==> config.mk <==
export PLATFORM = sky130hd
export DESIGN_NAME = ex_code
export DESIGN_NICKNAME = d
export VERILOG_FILES = /design/src/rtl/ex_code.sv
export SDC_FILE = /design/constraint.sdc
export NUM_CORES = 1
export LEC_CHECK = 0
export CAP_MARGIN = 30
export CELL_PAD_IN_SITES_DETAIL_PLACEMENT = 0
export CELL_PAD_IN_SITES_GLOBAL_PLACEMENT = 2
export CORE_ASPECT_RATIO = 1.25
export CORE_MARGIN = 8
export CORE_UTILIZATION = 25
export CTS_CLUSTER_SIZE = 12
export DETAILED_ROUTE_END_ITERATION = 8
export PLACE_DENSITY = 0.75
export SLEW_MARGIN = 20
export SYNTH_ARGS = -nofsm -noshare
export SYNTH_HDL_FRONTEND = slang
export SYNTH_SLANG_ARGS = --single-unit
==> constraint.sdc <==
create_clock -name clk -period 14.3 [get_ports clk]
set_input_delay 2.145 -clock clk [delete_from_list [all_inputs] [get_ports clk]]
set_output_delay 2.145 -clock clk [all_outputs]
set_load 0.05 [all_outputs]
==> src/rtl/ex_code.sv <==
// ex_code: execute stage of the 5-stage RV32 pipeline.
// Picks the ALU B operand, runs the ALU, resolves the branch/jump redirect
// combinationally and registers the control and data into the EX/MEM register.
//
// Optional feature macro: EX_CODE_ALU_EXT_EN
//   When defined, ALU codes 100 (XOR), 110 (SLL) and 111 (SRL) are implemented.
//   When undefined, those codes produce 0.
//
// Ports:
//   clk, reset (async, active-low)  clock and reset of the EX/MEM register
//   *E inputs                       decode-side control and operands
//   *M outputs                      EX/MEM register (1-cycle latency)
//   PCSrcE, PCTargetE               combinational redirect request and target
module ex_code #(
    parameter int unsigned XLEN = 32
) (
    input  logic            clk,
    input  logic            reset,
    input  logic            RegWriteE,
    input  logic [1:0]      ResultSrcE,
    input  logic            MemWriteE,
    input  logic            JumpE,
    input  logic            BranchE,
    input  logic [2:0]      ALUControlE,
    input  logic            ALUSrcE,
    input  logic [XLEN-1:0] RD1E,
    input  logic [XLEN-1:0] RD2E,
    input  logic [XLEN-1:0] PCE,
    input  logic [4:0]      RdE,
    input  logic [XLEN-1:0] ImmExtE,
    input  logic [XLEN-1:0] PCPlus4E,
    output logic            RegWriteM,
    output logic [1:0]      ResultSrcM,
    output logic            MemWriteM,
    output logic [XLEN-1:0] ALUResultM,
    output logic [XLEN-1:0] WriteDataM,
    output logic [4:0]      RdM,
    output logic [XLEN-1:0] PCPlus4M,
    output logic            PCSrcE,
    output logic [XLEN-1:0] PCTargetE
);

    localparam int unsigned REG_W   = 5;
    localparam int unsigned SHAMT_W = 5;

    localparam logic [2:0] ALU_ADD = 3'b000;
    localparam logic [2:0] ALU_SUB = 3'b001;
    localparam logic [2:0] ALU_AND = 3'b010;
    localparam logic [2:0] ALU_OR  = 3'b011;
    localparam logic [2:0] ALU_XOR = 3'b100;
    localparam logic [2:0] ALU_SLT = 3'b101;
    localparam logic [2:0] ALU_SLL = 3'b110;
    localparam logic [2:0] ALU_SRL = 3'b111;

    // EX/MEM pipeline register payload
    typedef struct packed {
        logic             reg_write;
        logic [1:0]       result_src;
        logic             mem_write;
        logic [XLEN-1:0]  alu_result;
        logic [XLEN-1:0]  write_data;
        logic [REG_W-1:0] rd;
        logic [XLEN-1:0]  pc_plus4;
    } exmem_t;

    logic [XLEN-1:0] src_a_c;
    logic [XLEN-1:0] src_b_c;
    logic [XLEN-1:0] alu_result_c;
    logic            alu_zero_c;
    exmem_t          exmem_d;
    exmem_t          exmem_q;

    // Operand selection
    assign src_a_c = RD1E;
    assign src_b_c = ALUSrcE ? ImmExtE : RD2E;

    // ALU; unimplemented codes yield 0
    always_comb begin
        alu_result_c = '0;
        case (ALUControlE)
            ALU_ADD: alu_result_c = src_a_c + src_b_c;
            ALU_SUB: alu_result_c = src_a_c - src_b_c;
            ALU_AND: alu_result_c = src_a_c & src_b_c;
            ALU_OR:  alu_result_c = src_a_c | src_b_c;
            ALU_SLT: alu_result_c = XLEN'($signed(src_a_c) < $signed(src_b_c));
`ifdef EX_CODE_ALU_EXT_EN
            ALU_XOR: alu_result_c = src_a_c ^ src_b_c;
            ALU_SLL: alu_result_c = src_a_c << src_b_c[SHAMT_W-1:0];
            ALU_SRL: alu_result_c = src_a_c >> src_b_c[SHAMT_W-1:0];
`else
            ALU_XOR: alu_result_c = '0;
            ALU_SLL: alu_result_c = '0;
            ALU_SRL: alu_result_c = '0;
`endif
            default: alu_result_c = '0;
        endcase
    end

    assign alu_zero_c = (alu_result_c == '0);

    // Redirect: a jump always redirects; a branch only when the compare is equal
    assign PCSrcE    = JumpE | (BranchE & alu_zero_c);
    assign PCTargetE = PCE + ImmExtE;

    // Next EX/MEM contents
    always_comb begin
        exmem_d            = '0;
        exmem_d.reg_write  = RegWriteE;
        exmem_d.result_src = ResultSrcE;
        exmem_d.mem_write  = MemWriteE;
        exmem_d.alu_result = alu_result_c;
        exmem_d.write_data = RD2E;
        exmem_d.rd         = RdE;
        exmem_d.pc_plus4   = PCPlus4E;
    end

    // EX/MEM register; reset clears write enables so nothing is written spuriously
    always_ff @(posedge clk or negedge reset) begin
        if (!reset) begin
            exmem_q <= '0;
        end else begin
            exmem_q <= exmem_d;
        end
    end

    assign RegWriteM  = exmem_q.reg_write;
    assign ResultSrcM = exmem_q.result_src;
    assign MemWriteM  = exmem_q.mem_write;
    assign ALUResultM = exmem_q.alu_result;
    assign WriteDataM = exmem_q.write_data;
    assign RdM        = exmem_q.rd;
    assign PCPlus4M   = exmem_q.pc_plus4;

endmodule

==> impl_metrics.env, run 1 <==
export IMPL_drt_pass1_iter_count=5
export IMPL_p_total_w=0.00129
export IMPL_power_density_nw_per_um2=91.9
export IMPL_post_cts_resized=0
export IMPL_vias=9935
export IMPL_path_cells="buf_2, buf_4, mux2i_1, ha_1, nor2b_2, a2111oi_2, a2111oi_0, o22ai_1, o221ai_2, a2111oi_0, mux2i_1, a22oi_1, nor4_1, nand4_1, o41ai_2, clkdlybuf4s50_1"
export IMPL_cts_tree="yes"
export IMPL_clock_root_buffer="clkbuf_16"
export IMPL_postCtsHoldBufs=0
export IMPL_syn_area_um2=10100
export IMPL_slew_headroom_pct=42.2
export IMPL_grt_first_pass_wirelength_mm=63.1
export IMPL_vias_per_cell=5.00
export IMPL_final_layout_size_suffix_gt1_share_pct=4.25
export IMPL_fin_crit_sh_pct=69.8
export IMPL_ys_seq_area_share_pct=26.0
export IMPL_first_global_vias=10300
export IMPL_ys_ff_latch=105
export IMPL_hp_class="in2async"
export IMPL_cts_buffers_inserted=9
export IMPL_synth_area_leader_cell="dfrtp_1"
export IMPL_antenna_found_initial=0
export IMPL_dpl_hpwl_mm=34.6
export IMPL_rsz0062_at_grt="false"
export IMPL_drc=0
export IMPL_die_w_um=196
export IMPL_drv_cap=0
export IMPL_grt_use_total_pct=17.5
export IMPL_num_io_pins=315
export IMPL_final_setup_viol_count=0
export IMPL_h_tree_depth=3
export IMPL_floorplan_rows=82
export IMPL_fp_coreArea_um2=40000
export IMPL_route_detailed_wl_per_inst_um=21.3
export IMPL_outcome="completed"
export IMPL_finalCriticalPeriod_ps=9980
export IMPL_postCtsSetupBuffers=0
export IMPL_dr_max_layer_used="met4"
export IMPL_critPathArrivalTime_ps=7830
export IMPL_cts_buffer_depth=2
export IMPL_gp_congestion=0.856
export IMPL_slew_violations=0
export IMPL_dp_worst_setup_slack_ps=4350
export IMPL_grt_start_max_net_pins=61
export IMPL_areaGrowthSynthToFinish_pct=38.5
export IMPL_wl_met1_mm=17.8
export IMPL_worst_pin_slew_ps=865
export IMPL_clock_sinks=105
export IMPL_dieArea_um2=47200
export IMPL_cp_required_ps=12150
export IMPL_die_h_um=241
export IMPL_start_util_pct=25.3
export IMPL_fillers=4156
export IMPL_final_setup_worst_slack_ps=4320
export IMPL_yosysWarnings=0
export IMPL_portBuffers=314
export IMPL_setup_tns_ps=0
export IMPL_clk_pin_slew_ps=80
export IMPL_cp_end_kind="output pin"
export IMPL_crit_family="compound AO/OA/AOI/OAI gates"
export IMPL_leakage_nw=6.14
export IMPL_hold_viol=0
export IMPL_synth_ff_type="dfrtp_1"
export IMPL_cp_start_kind="input pin"
export IMPL_drt_initial_drc_count=471
export IMPL_route_met2_wl_mm=20.8
export IMPL_synth_top_area_share_pct=26.0
export IMPL_irDropWorstVdd_mv=0.0622
export IMPL_nNetsFinal=1795
export IMPL_synth_async_reset_ratio_pct=100
export IMPL_grt_overflow=0
export IMPL_ys_types=93
export IMPL_cp_max_fo=32
export IMPL_synth_fp_nets=1511
export IMPL_synth_edf_count=0
export IMPL_ant_nets=0
export IMPL_synth_area_top_cells="dfrtp_1 (26%), ha_1 (17%), a21oi_1 (5.0%)"
export IMPL_fmax_mhz=100
export IMPL_wirelength_mm=42.3
export IMPL_cpMaxStageDelayCell="clkdlybuf4s50_1"
export IMPL_path_buf_inv=3
export IMPL_avgSynthCellArea_um2=8.48
export IMPL_setup_worst_path_class="in2out"
export IMPL_diodes=0
export IMPL_syn_inst=1193
export IMPL_wl_met3_mm=2.45
export IMPL_slowest_delay_ps=890
==> final cells by class <==
type / instances / area, um2 / area share, %
multi-input combinational: 916 / 6730 / 48.1
tap: 504 / 631 / 4.50
inverter: 120 / 450 / 3.22
clock buffer: 9 / 225 / 1.61
sequential: 105 / 2630 / 18.8
timing repair buffer: 325 / 3230 / 23.1
clock inverter: 7 / 105 / 0.750
==> through the flow <==
stage | utilization [%] | hold slack [ps] | cells | area (um2)
after global routing | 35.0 | 1760 | 1986 | 14000
after floorplan | - | 1850 | 1193 | 10100
after CTS | 35.0 | 1720 | 1986 | 14000
final | 35.0 | 1730 | 1986 | 14000
after detailed placement | 34.2 | 2170 | 1970 | 13700
after global placement | 34.1 | 2160 | 1967 | 13600
==> where the power goes <==
part           switching (W)  internal (W)
Sequential        0.00000909      0.000319
Clock               0.000149      0.000143
Combinational       0.000422      0.000246
Total               0.000580      0.000708
==> layer usage <==
metal,global-route usage [%],vias to the layer above
met2,31.0,344
met4,7.15,0
li1,-,4827
met3,3.84,51
met1,20.3,4713
met5,0,-
==> synth_stat cells (15+ instances only) <==
| library cell | instances |
|---|---|
| a211oi_1 | 18 |
| mux2i_1 | 48 |
| inv_1 | 119 |
| a21oi_1 | 101 |
| nand2b_1 | 20 |
| nand2_1 | 57 |
| o21ai_0 | 63 |
| xnor2_1 | 35 |
| nor2_1 | 97 |
| nor2b_1 | 17 |
| o21a_1 | 21 |
| a21o_1 | 16 |
| dfrtp_1 | 105 |
| ha_1 | 138 |
| o21bai_1 | 15 |
| clkbuf_1 | 28 |
| nor3_1 | 37 |
| nand3_1 | 20 |
==> cells in the final DEF, fill, tap and decap left out, types with 37 or more instances in the layout <==
master and count:
clkdlybuf4s50_1 311, ha_1 138, inv_1 119, dfrtp_1 105, a21oi_1 101, nor2_1 97, o21ai_0 63, nand2_1 57
mux2i_1 48, nor3_1 37
==> cells by family after synthesis <==
family                     synth area share (%)
AOI/OAI and AO/OA                          23.6
and+or+nand+nor                            16.2
buffers and inverters                      7.45
adders and majority gates                  17.7
DFF                                        26.0
muxes                                      4.97
xor gates and xnor gates                   4.16
==> worst paths after layout <==
path	cells past startpoint	startpoint	slack (ps)	endpoint
setup / recovery	16	ALUSrcE	4320	PCSrcE
hold / removal	1	reset	1730	WriteDataM[21]
min in group clk	1	RdE[3]	2180	RdM[3]
max in group asynchronous	3	reset	11460	PCPlus4M[5]
==> flip-flops by register name (all words and copies together), names as in the netlist <==
name / cells
ResultSrcM: 2
RdM: 5
MemWriteM: 1
ALUResultM: 32
PCPlus4M: 32
RegWriteM: 1
WriteDataM: 32
Power figures use the tool's default switching activity.
==> run 2, diff against run 1 <==
clock period = 10.2 ns   (was 14.3 ns; I/O delays follow)
==> run 2 against run 1 <==
Net effect: sequential power up 40%; worst hold slack worse by 590 ps; clock-buffer cell count unchanged; sequential cell count unchanged; via count down 0.19%; non-clock buffer count up 3; highest routed layer unchanged.
==> impl_metrics.env, run 2 (synthesis results as in run 1) <==
export IMPL_outcome="completed"
export IMPL_clock_power_share_pct=21.1
export IMPL_dieArea_um2=47200
export IMPL_crit_path_start="ALUSrcE"
export IMPL_crit_family="compound AO/OA/AOI/OAI gates"
export IMPL_route_detailed_wl_per_inst_um=21.5
export IMPL_cpMaxStageDelayCell="clkdlybuf4s50_1"
export IMPL_combinationalPowerShare_pct=53.1
export IMPL_cts_buffers_inserted=9
export IMPL_swShare_pct=45.5
export IMPL_fmax_mhz=114
export IMPL_power_density_nw_per_um2=127
export IMPL_final_layout_size_suffix_gt1_share_pct=4.44
export IMPL_whs_ps=1140
export IMPL_leakage_nw=6.14
export IMPL_h_tree_depth=3
export IMPL_post_cts_resized=0
export IMPL_slew_violations=0
export IMPL_path_cells="buf_2, mux2i_1, ha_1, nor2b_2, a2111oi_2, a2111oi_0, o22ai_1, o221ai_2, a2111oi_0, mux2i_1, a22oi_1, nor4_1, nand4_1, o41ai_2, clkdlybuf4s50_1"
export IMPL_finalCriticalPeriod_ps=8800
export IMPL_crit_cells=15
export IMPL_drv_cap=0
export IMPL_rsz0062_at_grt="false"
export IMPL_finalInstanceArea_um2=14000
export IMPL_postLayoutCoreUtil_pct=35.0
export IMPL_antenna_found_initial=0
export IMPL_dpl_hpwl_mm=34.9
export IMPL_cp_end_kind="output pin"
export IMPL_dpl_cell_area_um2=13700
export IMPL_cp_start_kind="input pin"
export IMPL_die_h_um=241
export IMPL_pwr_share_seq_pct=25.8
export IMPL_fp_coreArea_um2=40000
export IMPL_setup_tns_ps=0
export IMPL_vias=9916
export IMPL_setup_worst_path_class="in2out"
export IMPL_drc=0
export IMPL_irDropWorstVdd_mv=0.0846
export IMPL_clock_root_buffer="clkbuf_16"
export IMPL_hold_viol=0
export IMPL_postCtsSetupBuffers=0
export IMPL_first_global_vias=10400
export IMPL_nNetsFinal=1798
export IMPL_vias_per_cell=4.98
export IMPL_fin_crit_sh_pct=86.2
export IMPL_switching_power_w=0.000807
export IMPL_fillers=4234
export IMPL_p_int_w=0.000966
export IMPL_num_io_pins=315
export IMPL_cts_tree="yes"
export IMPL_start_util_pct=25.3
export IMPL_areaGrowthSynthToFinish_pct=38.4
export IMPL_cp_max_fo=18
export IMPL_drt_pass1_iter_count=5
export IMPL_critPathArrivalTime_ps=7270
export IMPL_layout_commonest_cell="clkdlybuf4s50_1"
export IMPL_grt_overflow=0
export IMPL_grt_use_total_pct=17.6
export IMPL_final_setup_viol_count=0
export IMPL_most_common_layout_cells="clkdlybuf4s50_1 (311), ha_1 (138), inv_1 (119)"
export IMPL_drt_initial_drc_count=404
export IMPL_postCtsHoldBufs=0
export IMPL_gp_congestion=0.870
export IMPL_clock_sinks=105
export IMPL_portBuffers=314
export IMPL_clk_pin_slew_ps=90
export IMPL_final_setup_worst_slack_ps=1400
export IMPL_grt_start_max_net_pins=69
export IMPL_wirelength_mm=42.7
export IMPL_grt_first_pass_wirelength_mm=63.4
export IMPL_slew_headroom_pct=49.1
export IMPL_hp_class="in2async"
export IMPL_ant_nets=0
export IMPL_dp_worst_setup_slack_ps=1390
export IMPL_worst_pin_slew_ps=756
export IMPL_floorplan_rows=82
export IMPL_cp_required_ps=8670
export IMPL_die_w_um=196
export IMPL_path_buf_inv=2
export IMPL_slowest_delay_ps=900
export IMPL_critPathCapture="PCSrcE"
export IMPL_cts_buffer_depth=2
## run 2: changes by cell type in the layout (fill, tap and decap cells not counted)
cell        before  now
buf_4           11   13
inv_6            0    2
inv_8            3    1
bufinv_16        1    0
clkbuf_4         0    1
clkinv_2         0    1
clkinv_4         1    0
clkinvlp_4       0    1
diode_2          0    1
## run 2: how the worst min path moves through the flow
stage	end	slack, ps	cells after the start
6_report	ALUResultM[23]	1140	1
5_1_grt	ALUResultM[23]	1180	1
4_1_cts	ALUResultM[23]	1150	1
3_5_place_dp	PCPlus4M[7]	1600	1
3_3_place_gp	PCPlus4M[7]	1590	1
2_1_floorplan	ALUResultM[0]	1230	0
## run 2: layout make-up
class	count	area [um2]	area share, %
clock buffers	9	225	1.61
inverters	120	450	3.22
flip-flops and latches	105	2630	18.8
well taps	504	631	4.50
clock inverters	7	73.8	0.527
diodes	1	2.50	0.0179
multi-input cells	916	6730	48.1
repair buffers	328	3260	23.3
## run 2: layer usage
| layer | up-vias | GRT usage, % | share of wire (%) |
|---|---|---|---|
| li1 | 4813 | - | - |
| met1 | 4710 | 20.4 | 42 |
| met2 | 345 | 31.1 | 49 |
| met3 | 48 | 3.85 | 6.1 |
| met4 | 0 | 7.52 | 3.2 |
| met5 | - | 0 | 0 |
## run 2: power by group through the flow
stage	Sequential (W)	Clock, W	Combinational, W
finish	0.000458	0.000374	0.000941
global route	0.000461	0.000401	0.00101
CTS	0.000459	0.000396	0.000946
detailed placement	0.000467	0	0.000941
global placement	0.000467	0	0.000943
floorplan	0.000577	0	0.000482
## run 2: per-stage QoR
step | total power, W | std cells
final | 0.00177 | 1990
after CTS | 0.00180 | 1987
after global placement | 0.00141 | 1970
after detailed placement | 0.00141 | 1971
after global routing | 0.00187 | 1989
after floorplan | 0.00106 | 1193
==> run 3, diff against run 2 <==
GPL_TIMING_DRIVEN = 0   (was not set)
==> run 3 against run 2 <==
Net effect: sequential power hardly changed; core utilization is 0.58 points higher; wire length is 1.6% higher; clock-buffer cell count stayed put; first-iteration DRC count is 15% higher; non-clock buffer count is 38 higher; cell count is 1.9% higher; total power is 1.2% higher; largest cell class unchanged.
==> impl_metrics.env, run 3 (synthesis results as in run 1) <==
export IMPL_rsz0062_at_grt="false"
export IMPL_cts_tree="yes"
export IMPL_die_w_um=196
export IMPL_cp_required_ps=8670
export IMPL_final_setup_worst_slack_ps=1140
export IMPL_ant_nets=0
export IMPL_cts_buffers_inserted=9
export IMPL_clock_sinks=105
export IMPL_grt_start_max_net_pins=77
export IMPL_slew_headroom_pct=41.8
export IMPL_cts_buffer_depth=2
export IMPL_drv_cap=0
export IMPL_nNetsFinal=1836
export IMPL_slew_violations=0
export IMPL_num_io_pins=315
export IMPL_antenna_found_initial=0
export IMPL_cp_max_fo=10
export IMPL_most_common_layout_cells="clkdlybuf4s50_1 (310), ha_1 (138), inv_1 (119)"
export IMPL_power_density_nw_per_um2=126
export IMPL_final_layout_size_suffix_gt1_share_pct=4.66
export IMPL_final_setup_viol_count=0
export IMPL_fin_crit_sh_pct=88.8
export IMPL_floorplan_rows=82
export IMPL_post_cts_resized=0
export IMPL_critPathArrivalTime_ps=7530
export IMPL_postLayoutCoreUtil_pct=35.6
export IMPL_leakage_nw=6.24
export IMPL_wirelength_mm=43.4
export IMPL_dieArea_um2=47200
export IMPL_irDropWorstVdd_mv=0.0880
export IMPL_gp_congestion=0.873
export IMPL_grt_overflow=0
export IMPL_setup_tns_ps=0
export IMPL_slowest_delay_ps=890
export IMPL_cp_start_kind="input pin"
export IMPL_cpMostUsedCell="mux2i_1"
export IMPL_crit_path_start="ALUSrcE"
export IMPL_dp_worst_setup_slack_ps=1000
export IMPL_dpl_cell_area_um2=13900
export IMPL_fmax_mhz=110
export IMPL_first_global_vias=10500
export IMPL_hp_class="in2async"
export IMPL_hold_viol=0
export IMPL_drt_pass1_iter_count=5
export IMPL_path_cells="clkbuf_1, buf_2, mux2i_1, ha_1, inv_1, a21oi_1, o21ai_0, o22ai_1, o221ai_2, a2111oi_0, mux2i_1, a22oi_1, nor4_1, nand4_1, o41ai_2, clkdlybuf4s50_1"
export IMPL_setup_worst_path_class="in2out"
export IMPL_cpMaxStageDelayCell="clkdlybuf4s50_1"
export IMPL_finalInstanceArea_um2=14200
export IMPL_drc=0
export IMPL_outcome="completed"
export IMPL_h_tree_depth=3
export IMPL_dpl_hpwl_mm=36.5
export IMPL_die_h_um=241
export IMPL_postCtsSetupBuffers=0
export IMPL_cp_end_kind="output pin"
export IMPL_diodes=0
export IMPL_worst_pin_slew_ps=873
export IMPL_clock_root_buffer="clkbuf_16"
export IMPL_portBuffers=311
export IMPL_postCtsHoldBufs=0
export IMPL_areaGrowthSynthToFinish_pct=40.7
export IMPL_vias_per_cell=4.98
export IMPL_finalCriticalPeriod_ps=9060
export IMPL_start_util_pct=25.3
export IMPL_route_detailed_wl_per_inst_um=21.4
export IMPL_critPathCapture="PCSrcE"
export IMPL_whs_ps=1020
export IMPL_fp_coreArea_um2=40000
export IMPL_grt_use_total_pct=18.0
export IMPL_grt_first_pass_wirelength_mm=64.3
export IMPL_drt_initial_drc_count=463
export IMPL_clk_pin_slew_ps=80
export IMPL_layout_commonest_cell="clkdlybuf4s50_1"
export IMPL_vias=10100
## run 3: cell types whose count changed in the layout (fill, tap and decap cells not counted), moves of 4 or more
cell / change
clkbuf_8: +7
buf_2: +4
buf_6: +6
buf_4: -12
buf_1: +5
clkbuf_1: +28
## run 3: through the flow
step / cells / power [W]
3_5_place_dp: 2011 / 0.00142
4_1_cts: 2027 / 0.00182
3_3_place_gp: 2008 / 0.00142
5_1_grt: 2027 / 0.00190
2_1_floorplan: 1193 / 0.00106
6_report: 2027 / 0.00179
## run 3: how the worst min path moves through the flow
stage / startpoint / endpoint / slack [ps]
after floorplan: reset / ALUResultM[0] / 1230
after global placement: PCPlus4E[1] / PCPlus4M[1] / 1980
after detailed placement: reset / ResultSrcM[1] / 1450
after CTS: reset / WriteDataM[25] / 1010
after global routing: reset / WriteDataM[25] / 1030
final: reset / WriteDataM[25] / 1020
## run 3: critical path: cells and delay by family
| family | cells | cell delay (ps) |
|---|---|---|
| fa+ha+maj | 1 | 280 |
| buf+inv | 4 | 1730 |
| compound gates | 7 | 2390 |
| simple gates | 2 | 920 |
| mux | 2 | 660 |
## run 3: metal layers
layer | vias to the layer above | global-route usage, % | wire length, um
met5 | - | 0 | 0
met4 | 0 | 6.95 | 1350
met3 | 60 | 4.14 | 2560
met2 | 370 | 32.9 | 21900
met1 | 4772 | 20.0 | 17600
li1 | 4900 | - | -
## run 3: power by group
part	switching [W]	total (W)	internal, W	leakage, nW
logic	0.000601	0.000952	0.000351	4.82
registers	0.00000889	0.000456	0.000447	1.26
clock network	0.000190	0.000387	0.000197	0.153
## run 3: layout make-up
type,instances,area (um2)
Buffer,52,305
Inverter,120,450
Timing Repair Buffer,314,3160
Clock inverter,7,96.3
Clock buffer,9,225
Tap cell,504,631
Sequential cell,105,2630
Multi-Input combinational cell,916,6730
Fill cell,4183,25800
